[src/rtl/keynsham_dma_pkg.sv]
// keynsham_dma_pkg
// Shared definitions for the keynsham single-channel DMA engine.
// Contents:
//   dma_state_e   - transfer sequencer states
//   REG_*         - word offsets of the four registers inside the window
//   CTRL_*        - bit positions inside CTRL/STATUS
//   BYTESEL_ALL   - the only byte-lane pattern the register port accepts
//   ptr_step()    - advance a 30-bit word pointer, wrapping silently at the top
package keynsham_dma_pkg;

   typedef enum logic [2:0] {
      ST_IDLE    = 3'd0,
      ST_RD_REQ  = 3'd1,
      ST_RD_WAIT = 3'd2,
      ST_WR_REQ  = 3'd3,
      ST_WR_WAIT = 3'd4,
      ST_FIN     = 3'd5,
      ST_ERRS    = 3'd6
   } dma_state_e;

   localparam logic [1:0] REG_SRC   = 2'd0;
   localparam logic [1:0] REG_DST   = 2'd1;
   localparam logic [1:0] REG_COUNT = 2'd2;
   localparam logic [1:0] REG_CTRL  = 2'd3;

   localparam int CTRL_START   = 0;
   localparam int CTRL_DONE    = 1;
   localparam int CTRL_ERR     = 2;
   localparam int CTRL_IRQ_EN  = 3;
   localparam int CTRL_SRC_INC = 4;
   localparam int CTRL_DST_INC = 5;

   localparam logic [3:0] BYTESEL_ALL = 4'b1111;

   // Pointers are plain word addresses; a carry out of bit 29 is dropped.
   function automatic logic [29:0] ptr_step(input logic [29:0] ptr, input logic inc);
      return ptr + {29'd0, inc};
   endfunction

endpackage

[src/rtl/keynsham_bus_initiator.sv]
// keynsham_bus_initiator
// Issues one access on the DMA's initiator port and waits for it to finish.
// A one-cycle req loads address/direction/data; m_access pulses for exactly the
// following cycle while m_addr/m_wr_en/m_wr_val stay put until the access ends.
// Ports:
//   clk, rst_n                   clock, async active-low reset
//   req, req_addr, req_wr_en,
//   req_wr_val                   request from the sequencer (req is a pulse)
//   m_access, m_addr, m_wr_en,
//   m_wr_val, m_bytesel          registered initiator bus outputs
//   m_ack, m_error               responder completion / fault
//   xfer_done, xfer_err          same-cycle completion handshake to the sequencer
module keynsham_bus_initiator
   import keynsham_dma_pkg::*;
#(
   parameter int unsigned timeout_cycles = 255
)(
   input  logic        clk,
   input  logic        rst_n,
   input  logic        req,
   input  logic [29:0] req_addr,
   input  logic        req_wr_en,
   input  logic [31:0] req_wr_val,
   output logic        m_access,
   output logic [29:0] m_addr,
   output logic        m_wr_en,
   output logic [31:0] m_wr_val,
   output logic [3:0]  m_bytesel,
   input  logic        m_ack,
   input  logic        m_error,
   output logic        xfer_done,
   output logic        xfer_err
);

   // A zero budget would never expire; treat it as a single waiting cycle.
   localparam logic [31:0] TMO_LOAD = (timeout_cycles == 0) ? 32'd1 : 32'(timeout_cycles);

   logic        access_r;
   logic [29:0] addr_r;
   logic        wr_en_r;
   logic [31:0] wr_val_r;
   logic [3:0]  bytesel_r;
   logic        pend_r;
   logic [31:0] tmr_r;
   logic        wait_s;
   logic        done_s;
   logic        err_s;

   // Responses count only after the request cycle; an ack on the expiry cycle beats the timeout.
   always_comb begin
      done_s = 1'b0;
      err_s  = 1'b0;
      wait_s = pend_r && !access_r;
      if (wait_s) begin
         if (m_error) begin
            err_s = 1'b1;
         end else if (m_ack) begin
            done_s = 1'b1;
         end else if (tmr_r <= 32'd1) begin
            err_s = 1'b1;
         end else begin
            err_s = 1'b0;
         end
      end else begin
         done_s = 1'b0;
      end
   end

   // Request launch, hold until completion, and the per-request timeout counter.
   always_ff @(posedge clk or negedge rst_n) begin
      if (!rst_n) begin
         access_r  <= 1'b0;
         addr_r    <= 30'd0;
         wr_en_r   <= 1'b0;
         wr_val_r  <= 32'd0;
         bytesel_r <= 4'd0;
         pend_r    <= 1'b0;
         tmr_r     <= 32'd0;
      end else begin
         access_r <= req;
         if (req) begin
            addr_r    <= req_addr;
            wr_en_r   <= req_wr_en;
            wr_val_r  <= req_wr_en ? req_wr_val : 32'd0;
            bytesel_r <= BYTESEL_ALL;
            pend_r    <= 1'b1;
            tmr_r     <= TMO_LOAD;
         end else if (done_s || err_s) begin
            addr_r    <= 30'd0;
            wr_en_r   <= 1'b0;
            wr_val_r  <= 32'd0;
            bytesel_r <= 4'd0;
            pend_r    <= 1'b0;
            tmr_r     <= 32'd0;
         end else if (wait_s) begin
            tmr_r <= tmr_r - 32'd1;
         end
      end
   end

   assign m_access  = access_r;
   assign m_addr    = addr_r;
   assign m_wr_en   = wr_en_r;
   assign m_wr_val  = wr_val_r;
   assign m_bytesel = bytesel_r;
   assign xfer_done = done_s;
   assign xfer_err  = err_s;

endmodule

[src/rtl/keynsham_dma.sv]
// keynsham_dma
// Single-channel memory-to-memory DMA: copies COUNT words from SRC to DST over
// a dedicated initiator port and raises a level interrupt on completion/error.
// Ports:
//   clk, rst_n                         clock, async active-low reset
//   bus_access, bus_addr, bus_wr_val,
//   bus_wr_en, bus_bytesel             CPU register-port request
//   bus_cs                             combinational window hit
//   bus_ack, bus_error, bus_data       registered register-port response
//   m_*                                initiator port (see keynsham_bus_initiator)
//   irq                                IRQ_EN && (DONE || ERR), registered
module keynsham_dma
   import keynsham_dma_pkg::*;
#(
   parameter logic [31:0] bus_address    = 32'h0,
   parameter logic [31:0] bus_size       = 32'h10,
   parameter int unsigned timeout_cycles = 255
)(
   input  logic        clk,
   input  logic        rst_n,
   input  logic        bus_access,
   output logic        bus_cs,
   input  logic [29:0] bus_addr,
   input  logic [31:0] bus_wr_val,
   input  logic        bus_wr_en,
   input  logic [3:0]  bus_bytesel,
   output logic        bus_ack,
   output logic        bus_error,
   output logic [31:0] bus_data,
   output logic        m_access,
   output logic [29:0] m_addr,
   output logic        m_wr_en,
   output logic [31:0] m_wr_val,
   output logic [3:0]  m_bytesel,
   input  logic [31:0] m_data,
   input  logic        m_ack,
   input  logic        m_error,
   output logic        irq
);

   localparam logic [29:0] BASE_WORD = bus_address[31:2];
   localparam logic [32:0] END_BYTE  = {1'b0, bus_address} + {1'b0, bus_size};

   dma_state_e  state_r, state_nx_s;
   logic [29:0] src_r, src_nx_s, dst_r, dst_nx_s;
   logic [15:0] count_r, count_nx_s;
   logic        done_r, done_nx_s, err_r, err_nx_s;
   logic        irq_en_r, irq_en_nx_s, src_inc_r, src_inc_nx_s, dst_inc_r, dst_inc_nx_s;
   logic        irq_r, irq_nx_s, bus_ack_r, bus_error_r;
   logic [31:0] bus_data_r;
   logic [32:0] byte_addr_s;
   logic [29:0] off_s;
   logic [1:0]  reg_sel_s;
   logic        cs_s, hit_s, reg_hit_s, wr_s, rd_s, busy_s, start_s;
   logic [31:0] rdata_s;
   logic        req_s, req_wr_en_s;
   logic [29:0] req_addr_s;
   logic [31:0] req_wr_val_s;
   logic        xfer_done_s, xfer_err_s;

   // Window decode; offsets beyond the four registers are acked but hit nothing.
   always_comb begin
      byte_addr_s = {1'b0, bus_addr, 2'b00};
      off_s       = bus_addr - BASE_WORD;
      reg_sel_s   = off_s[1:0];
      cs_s        = (byte_addr_s >= {1'b0, bus_address}) && (byte_addr_s < END_BYTE);
      hit_s       = bus_access && cs_s;
      reg_hit_s   = hit_s && (bus_bytesel == BYTESEL_ALL) && (off_s[29:2] == 28'd0);
      wr_s        = reg_hit_s && bus_wr_en;
      rd_s        = reg_hit_s && !bus_wr_en;
      busy_s      = (state_r != ST_IDLE);
      start_s     = wr_s && (reg_sel_s == REG_CTRL) && bus_wr_val[CTRL_START] && !busy_s;
   end

   // Register read mux; START reads back as BUSY.
   always_comb begin
      case (reg_sel_s)
         REG_SRC:   rdata_s = {2'b00, src_r};
         REG_DST:   rdata_s = {2'b00, dst_r};
         REG_COUNT: rdata_s = {16'd0, count_r};
         REG_CTRL:  rdata_s = {26'd0, dst_inc_r, src_inc_r, irq_en_r, err_r, done_r, busy_s};
         default:   rdata_s = 32'd0;
      endcase
   end

   // Register-port response, one cycle after the strobe.
   always_ff @(posedge clk or negedge rst_n) begin
      if (!rst_n) begin
         bus_ack_r   <= 1'b0;
         bus_error_r <= 1'b0;
         bus_data_r  <= 32'd0;
      end else begin
         bus_ack_r   <= hit_s;
         bus_error_r <= hit_s && (bus_bytesel != BYTESEL_ALL);
         bus_data_r  <= rd_s ? rdata_s : 32'd0;
      end
   end

   // Register writes first (W1C before START), then the sequencer overlays its updates.
   always_comb begin
      state_nx_s   = state_r;
      src_nx_s     = src_r;
      dst_nx_s     = dst_r;
      count_nx_s   = count_r;
      done_nx_s    = done_r;
      err_nx_s     = err_r;
      irq_en_nx_s  = irq_en_r;
      src_inc_nx_s = src_inc_r;
      dst_inc_nx_s = dst_inc_r;
      req_s        = 1'b0;
      req_addr_s   = 30'd0;
      req_wr_en_s  = 1'b0;
      req_wr_val_s = 32'd0;

      if (wr_s) begin
         case (reg_sel_s)
            REG_SRC:   src_nx_s   = busy_s ? src_r   : bus_wr_val[29:0];
            REG_DST:   dst_nx_s   = busy_s ? dst_r   : bus_wr_val[29:0];
            REG_COUNT: count_nx_s = busy_s ? count_r : bus_wr_val[15:0];
            REG_CTRL: begin
               done_nx_s   = done_r && !bus_wr_val[CTRL_DONE];
               err_nx_s    = err_r && !bus_wr_val[CTRL_ERR];
               irq_en_nx_s = bus_wr_val[CTRL_IRQ_EN];
               if (!busy_s) begin
                  src_inc_nx_s = bus_wr_val[CTRL_SRC_INC];
                  dst_inc_nx_s = bus_wr_val[CTRL_DST_INC];
               end else begin
                  src_inc_nx_s = src_inc_r;
                  dst_inc_nx_s = dst_inc_r;
               end
            end
            default: state_nx_s = state_r;
         endcase
      end else begin
         state_nx_s = state_r;
      end

      case (state_r)
         ST_IDLE: begin
            if (start_s && (count_r != 16'd0)) begin
               state_nx_s = ST_RD_REQ;
               req_s      = 1'b1;
               req_addr_s = src_r;
            end else if (start_s) begin
               state_nx_s = ST_FIN;
            end else begin
               state_nx_s = ST_IDLE;
            end
         end
         ST_RD_REQ: state_nx_s = ST_RD_WAIT;
         ST_RD_WAIT: begin
            if (xfer_err_s) begin
               state_nx_s = ST_ERRS;
               err_nx_s   = 1'b1;
            end else if (xfer_done_s) begin
               // Read data goes straight into the write request's data register.
               state_nx_s   = ST_WR_REQ;
               req_s        = 1'b1;
               req_addr_s   = dst_r;
               req_wr_en_s  = 1'b1;
               req_wr_val_s = m_data;
            end else begin
               state_nx_s = ST_RD_WAIT;
            end
         end
         ST_WR_REQ: state_nx_s = ST_WR_WAIT;
         ST_WR_WAIT: begin
            if (xfer_err_s) begin
               state_nx_s = ST_ERRS;
               err_nx_s   = 1'b1;
            end else if (xfer_done_s) begin
               count_nx_s = count_r - 16'd1;
               src_nx_s   = ptr_step(src_r, src_inc_r);
               dst_nx_s   = ptr_step(dst_r, dst_inc_r);
               if (count_r == 16'd1) begin
                  state_nx_s = ST_FIN;
               end else begin
                  state_nx_s = ST_RD_REQ;
                  req_s      = 1'b1;
                  req_addr_s = ptr_step(src_r, src_inc_r);
               end
            end else begin
               state_nx_s = ST_WR_WAIT;
            end
         end
         ST_FIN: begin
            done_nx_s  = 1'b1;
            state_nx_s = ST_IDLE;
         end
         ST_ERRS: state_nx_s = ST_IDLE;
         default: state_nx_s = ST_IDLE;
      endcase

      irq_nx_s = irq_en_nx_s && (done_nx_s || err_nx_s);
   end

   // Sequencer state and register file.
   always_ff @(posedge clk or negedge rst_n) begin
      if (!rst_n) begin
         state_r   <= ST_IDLE;
         src_r     <= 30'd0;
         dst_r     <= 30'd0;
         count_r   <= 16'd0;
         done_r    <= 1'b0;
         err_r     <= 1'b0;
         irq_en_r  <= 1'b0;
         src_inc_r <= 1'b0;
         dst_inc_r <= 1'b0;
         irq_r     <= 1'b0;
      end else begin
         state_r   <= state_nx_s;
         src_r     <= src_nx_s;
         dst_r     <= dst_nx_s;
         count_r   <= count_nx_s;
         done_r    <= done_nx_s;
         err_r     <= err_nx_s;
         irq_en_r  <= irq_en_nx_s;
         src_inc_r <= src_inc_nx_s;
         dst_inc_r <= dst_inc_nx_s;
         irq_r     <= irq_nx_s;
      end
   end

   keynsham_bus_initiator #(.timeout_cycles(timeout_cycles)) u_init (
      .clk        (clk),
      .rst_n      (rst_n),
      .req        (req_s),
      .req_addr   (req_addr_s),
      .req_wr_en  (req_wr_en_s),
      .req_wr_val (req_wr_val_s),
      .m_access   (m_access),
      .m_addr     (m_addr),
      .m_wr_en    (m_wr_en),
      .m_wr_val   (m_wr_val),
      .m_bytesel  (m_bytesel),
      .m_ack      (m_ack),
      .m_error    (m_error),
      .xfer_done  (xfer_done_s),
      .xfer_err   (xfer_err_s)
   );

   assign bus_cs    = cs_s;
   assign bus_ack   = bus_ack_r;
   assign bus_error = bus_error_r;
   assign bus_data  = bus_data_r;
   assign irq       = irq_r;

endmodule

[config.mk]
export PLATFORM = sky130hd
export DESIGN_NAME = keynsham_dma
export DESIGN_NICKNAME = d
export VERILOG_FILES = /design/src/rtl/keynsham_dma_pkg.sv /design/src/rtl/keynsham_bus_initiator.sv /design/src/rtl/keynsham_dma.sv
export SDC_FILE = /design/constraint.sdc
export NUM_CORES = 1
export LEC_CHECK = 0
export ABC_AREA = 1
export BUFFER_PORTS_ARGS = -buffer_cell sky130_fd_sc_hd__buf_4
export CORE_UTILIZATION = 60
export DETAILED_ROUTE_END_ITERATION = 6
export MAX_ROUTING_LAYER = met4
export PLACE_DENSITY = 0.84
export SETUP_SLACK_MARGIN = 0.2
export SYNTH_ARGS = -nofsm -noshare
export SYNTH_HDL_FRONTEND = slang
export SYNTH_SLANG_ARGS = --single-unit
[constraint.sdc]
create_clock -name clk -period 3.8 [get_ports clk]
set_input_delay 0.38 -clock clk [delete_from_list [all_inputs] [get_ports clk]]
set_output_delay 0.38 -clock clk [all_outputs]
set_load 0.02 [all_outputs]
# [Word-level counts from Yosys, hierarchy flattened]
# Cells that the tools add are included.
[totals] regBits=220 output_inout_bits=104
[classes] n_addsub=4 order_cmp=2 n_eq_ne=11 muxes=75 n_bitwise=1 n_reduce_logical=30
[op_table] cell="$mux W30" count=20
[op_table] cell="$mux W32" count=10
[op_table] cell="$pmux W32 S4" count=1
[op_table] cell="$mux W16" count=6
[op_table] cell="$pmux W30 S3" count=1
[op_table] cell="$add A30 B1 Y30" count=2
[op_table] cell="$le A32 B1 Y1 const B" count=1
[op_table] cell="$lt A32 B5 Y1 const B" count=1
[op_table] cell="$sub A32 B1 Y32 const B" count=1
[op_table] cell="$logic_not A28 Y1" count=1
[op_table] cell="$mux W1" count=27
[op_table] cell="$mux W3" count=6
[op_table] cell="$eq A16 B1 Y1 const B" count=1
[op_table] cell="$reduce_bool A16 Y1" count=1
[op_table] cell="$sub A16 B1 Y16 const B" count=1
[op_table] cell="$pmux W3 S5" count=1
[op_table] cell="$logic_and A1 B1 Y1" count=14
[op_table] cell="$mux W4" count=2
[op_table] cell="$eq A3 B2 Y1 const B" count=2
[op_table] cell="$eq A3 B3 Y1 const B" count=2
[op_table] cell="$reduce_bool A3 Y1" count=2
[op_table] cell="$logic_not A1 Y1" count=5
[op_table] cell="$eq A2 B2 Y1 const B" count=2
[op_table] cell="$eq A4 B4 Y1 const B" count=1
[op_table] cell="other kinds (11)" count=12

# [Depth between registers and ports, before layout]
[depth] word_depth=12 ltp_mapped=14

# [Cells and area by module]
# Synthesis repeated with hierarchy kept, for this count alone.
[hier_totals] cells_unflattened=1934 area_unflattened_um2=13401.6
[by_module_without_submodules] module="keynsham_dma" n_inst=1 cells_each=1398 area_each_um2=8829.7 seq_area_each_um2=2927.8
[by_module_without_submodules] module="keynsham_bus_initiator" n_inst=1 cells_each=536 area_each_um2=4571.9 seq_area_each_um2=2427.3

# [Worst setup path after synthesis]
# No wires, ideal clock.
[synth_path] kind="input to register" startpoint="in bus_addr[10]" endpoint="reg src_r[27]" setup_ns=0.130 arrival_time_ns=1.843 required_ns=3.670 slack_ns=1.827 stages=12 cell_sequence="nor2_1 > nand2_1 > nor2_1 > nand2_1 > nor2_4 > nand4_4 > nor2_8 > nand2_2 > buf_2 > buf_6 > o211ai_1 > o21ai_1"
[synth_via] elab_chain_cells=9 elab_cells_between_ends=10 classes_between="1 x order compare; 4 x mux; 5 x reduce/logical"
[synth_lines] element="start, declared" line_no="keynsham_dma.sv:23" source="input logic [29:0] bus_addr,"
[synth_lines] element="$lt A32 B5 Y1 *" line_no="keynsham_dma.sv:66" source="cs_s = (byte_addr_s >= {1'b0, bus_address}) && (byte_addr_s < END_BYTE);"
[synth_lines] element="named net bus_cs" line_no="keynsham_dma.sv:22" source="output logic bus_cs,"
[synth_lines] element="$logic_and A1 B1 Y1 *" line_no="keynsham_dma.sv:67" source="hit_s = bus_access && cs_s;"
[synth_lines] element="$logic_and A1 B1 Y1 * (2 in series)" line_no="keynsham_dma.sv:68" source="reg_hit_s = hit_s && (bus_bytesel == BYTESEL_ALL) && (off_s[29:2] == 28'd0);"
[synth_lines] element="$logic_and A1 B1 Y1 *" line_no="keynsham_dma.sv:69" source="wr_s = reg_hit_s && bus_wr_en;"
[synth_lines] element="$mux W30 *" line_no="keynsham_dma.sv:115" source="if (wr_s) begin"
[synth_lines] element="$mux W30" line_no="keynsham_dma.sv:171" source="end else if (xfer_done_s) begin"
[synth_lines] element="$mux W30" line_no="keynsham_dma.sv:168" source="if (xfer_err_s) begin"
[synth_lines] element="$mux W30 *" line_no="keynsham_dma.sv:138" source="case (state_r)"
[synth_lines] element="named net src_nx_s[27]" line_no="keynsham_dma.sv:45" source="logic [29:0] src_r, src_nx_s, dst_r, dst_nx_s;"
[synth_lines] element="end signal, assigned" line_no="keynsham_dma.sv:212" source="src_r <= src_nx_s;"
[synth_lines] element="end, declared" line_no="keynsham_dma.sv:45"
# The timed path passes the listed nets; every way through them passes the cells marked *.
# A chain may end at the register's enable or synchronous reset.

==> results.sh <==
export IMPL_multi_input_area_um2=5950
export IMPL_top_usage_layer="met2"
export IMPL_crit_type="flop to flop"
export IMPL_crit_start="u_init.m_bytesel[2]$_DFFE_PN0P_"
export IMPL_peakVddDrop_mv=0.399
export IMPL_ant_nets=0
export IMPL_synth_area_um2=12300
export IMPL_synth_edf_count=0
export IMPL_finalSetupTns_ps=0
export IMPL_ys_seq_area_share_pct=43.4
export IMPL_p_per_area_nw_per_um2=325
export IMPL_die_area_um2=21100
export IMPL_layout_nets=1956
export IMPL_finalHoldViolCount=0
export IMPL_cts_tree="built"
export IMPL_syn_inst=1672
export IMPL_grt_max_degree=92
export IMPL_grt_pass1_wl_um=60900
export IMPL_clock_path_buffers=3
export IMPL_synth_top_cell_area_share_pct=43.4
export IMPL_postCtsSetupRepairBufs=0
export IMPL_ys_ff_latch=214
export IMPL_maxSlewViolCount=0
export IMPL_rows=52
export IMPL_r2r_end="u_init.m_addr[16]$_DFFE_PN0P_"
export IMPL_synth_warning_count=0
export IMPL_grt_overflow=0
export IMPL_wl_per_cell_um=17.7
export IMPL_p_total_mw=4.80
export IMPL_drv_cap=0
export IMPL_syn_to_final_growth_pct=19.7
export IMPL_rsz0062_at_grt="false"
export IMPL_cts_sinks=214
export IMPL_initial_core_util_pct=61.1
export IMPL_rrSetupSlack_ps=810
export IMPL_drtPass1Iterations=6
export IMPL_syn_area_per_cell_um2=7.37
export IMPL_yosys_area_top_type="dfrtp_1"
export IMPL_cts_htree_levels=1
export IMPL_r2r_start="u_init.m_bytesel[2]$_DFFE_PN0P_"
export IMPL_grtUsageMet3_pct=7.27
export IMPL_setup_viol=0
export IMPL_clk_pin_slew_ps=60
export IMPL_drt_initial_drc_count=1302
export IMPL_pre_cts_ws_ps=884
export IMPL_core_um2=20200
export IMPL_vias=12277
export IMPL_io_pins=208
export IMPL_port_buffers=203
export IMPL_grt_pass1_vias=11725
export IMPL_timing_fmax_mhz=335
export IMPL_die_h_um=145
export IMPL_track_usage_pct=37.3
export IMPL_hold_class="input port to flop"
export IMPL_drc=0
export IMPL_status="complete, no violations"
export IMPL_seqCellArea_um2=5360
export IMPL_post_route_util_pct=73.2
export IMPL_dp_cells=2087
export IMPL_die_w_um=145
export IMPL_antenna_found_initial=0
export IMPL_cp_max_fo=63
export IMPL_synth_distinct_cells=54
export IMPL_grtUsageMet2_pct=57.5
export IMPL_end_kind="flop"
export IMPL_synth_area_leaders="dfrtp_1 43%, nand2_1 15%, nor2_1 5.9%, inv_1 5.0%, o21ai_0 4.1%"
export IMPL_cts_made_buffers=23
export IMPL_synthArstFlopShare_pct=100
export IMPL_slew_headroom_pct=45.2
export IMPL_period_needed_ps=2990
export IMPL_grtUsageMet1_pct=50.0
export IMPL_setup_slack_ps=813
export IMPL_drive_above_1_share_pct=15.5
export IMPL_dp_final_hpwl_um=27600
export IMPL_tightest_slew_ps=820
export IMPL_worst_ep_arrival_time_ps=3380
export IMPL_fin_crit_sh_pct=78.6
export IMPL_diodes=0
export IMPL_fin_skew_ps=17.1
export IMPL_reg2reg_depth=11
export IMPL_wl_um=37700
export IMPL_fin_cells=2127
export IMPL_clockRootBuffer="clkbuf_16"
export IMPL_gp_congestion=0.956
export IMPL_startpoint_type="flop"
export IMPL_vias_per_cell=5.77
export IMPL_power_leakage_nw=7.32
export IMPL_clock_latency_ps=520
export IMPL_endpoint="u_init.m_addr[16]$_DFFE_PN0P_"
export IMPL_filler_cell_count=1628
export IMPL_ys_flop_type="dfrtp_1"
export IMPL_required_ps=4190
==> stage by stage <==
stage / instance area [um^2] / hold slack (ps)
after floorplan: 12300 / 84.4
after global placement: 14000 / 455
after detailed placement: 14000 / 461
after CTS: 14800 / 59.2
after global routing: 14800 / 65.7
final: 14800 / 72.7
==> cell type report <==
type / count / area share [%]
flip-flops and latches: 214 / 36.3
clock inverters: 9 / 1.01
repair buffers: 219 / 11.5
multi-input cells: 1213 / 40.3
well taps: 270 / 2.29
clock buffers: 30 / 4.21
inverters: 172 / 4.42
==> routing by layer <==
| metal | share of wire (%) | wire (um) |
|---|---|---|
| met5 | 0 | 0 |
| met4 | 3.0 | 1130 |
| met3 | 11 | 4080 |
| met2 | 46 | 17300 |
| met1 | 40 | 15200 |
==> repair_timing <==
| action | in CTS | in global routing |
|---|---|---|
| gates resized for setup | 0 | 0 |
| hold endpoints to repair | 89 | 0 |
| hold buffers | 1 | 0 |
==> cell usage after synthesis (20+ instances only) <==
cell and count:
dfrtp_1 214, nand3_1 95, nor2_1 195, xor2_1 51, inv_1 165, o21ai_0 101, clkbuf_1 41, o211ai_1 20
nand4_1 22, a21oi_1 66, nor3_1 38, nand2_1 483
==> registers in the layout, indices dropped and copies added (netlist names), 3 cells and up <==
register	flops
u_init.m_wr_val	32
u_init.tmr_r	32
bus_data	30
dst_r	30
src_r	30
u_init.m_addr	30
count_r	16
state_r	3
==> critical path, stage by stage, from the launching register on <==
cell and delay (ps):
dfrtp_1 440, nand2_2 200, inv_2 290, nand3_1 350, nor2_4 390, nand2_4 190, inv_4 180, nor2_4 60
nand3_4 260, inv_6 240, nand2_1 140, nand3_1 90
==> cells in the final DEF (no fill, tap or decap), types with 3 or more instances in the layout <==
| master | synthesis | layout |
|---|---|---|
| bufinv_16 | 0 | 4 |
| xnor2_1 | 13 | 13 |
| o22ai_1 | 7 | 7 |
| inv_1 | 165 | 165 |
| buf_4 | 9 | 214 |
| nor4_1 | 13 | 13 |
| and3_1 | 3 | 3 |
| o21ai_0 | 101 | 101 |
| nor2_1 | 195 | 194 |
| a221oi_1 | 15 | 15 |
| nor3_2 | 3 | 3 |
| a31oi_1 | 10 | 10 |
| clkbuf_16 | 0 | 23 |
| clkbuf_1 | 41 | 5 |
| o211ai_1 | 20 | 20 |
| o21bai_1 | 3 | 3 |
| inv_2 | 4 | 4 |
| buf_12 | 0 | 3 |
| clkinv_2 | 0 | 4 |
| nor3_1 | 38 | 38 |
| a21oi_1 | 66 | 66 |
| nand2_2 | 5 | 5 |
| o21ai_1 | 10 | 10 |
| nand4_1 | 22 | 22 |
| nor2_4 | 5 | 7 |
| a22oi_1 | 17 | 17 |
| dfrtp_1 | 214 | 214 |
| ha_1 | 9 | 9 |
| clkbuf_8 | 0 | 3 |
| nand3_1 | 95 | 95 |
| nand2_1 | 483 | 483 |
| xor2_1 | 51 | 51 |
==> power breakdown <==
group | internal (mW) | total (mW) | switching, mW | leakage, nW
logic | 0.0858 | 0.206 | 0.120 | 4.23
clock network | 1.42 | 2.32 | 0.899 | 0.380
registers | 2.28 | 2.28 | 0.0000000000915 | 2.70
total | 3.78 | 4.80 | 1.02 | 7.32
==> how the worst min path moves through the flow <==
stage | depth (start not counted) | startpoint | to
finish | 3 | m_data[27] | u_init.m_wr_val[27]$_DFFE_PN0P_
global route | 3 | m_data[21] | u_init.m_wr_val[21]$_DFFE_PN0P_
CTS | 3 | m_data[27] | u_init.m_wr_val[27]$_DFFE_PN0P_
detailed placement | 2 | u_init.m_wr_val[26]$_DFFE_PN0P_ | u_init.m_wr_val[26]$_DFFE_PN0P_
global placement | 2 | u_init.m_wr_val[6]$_DFFE_PN0P_ | u_init.m_wr_val[6]$_DFFE_PN0P_
floorplan | 0 | rst_n | bus_ack$_DFF_PN0_
==> logic make-up after synthesis <==
group,share of synthesized area [%]
buffers and inverters,8.39
adders and majority gates,0.914
muxes,0.0913
xor gates and xnor gates,4.55
AOI/OAI and AO/OA,12.1
DFF,43.4
other,0.0304
and+or+nand+nor,30.5
Note: power is estimated with default switching activity, not from simulation.
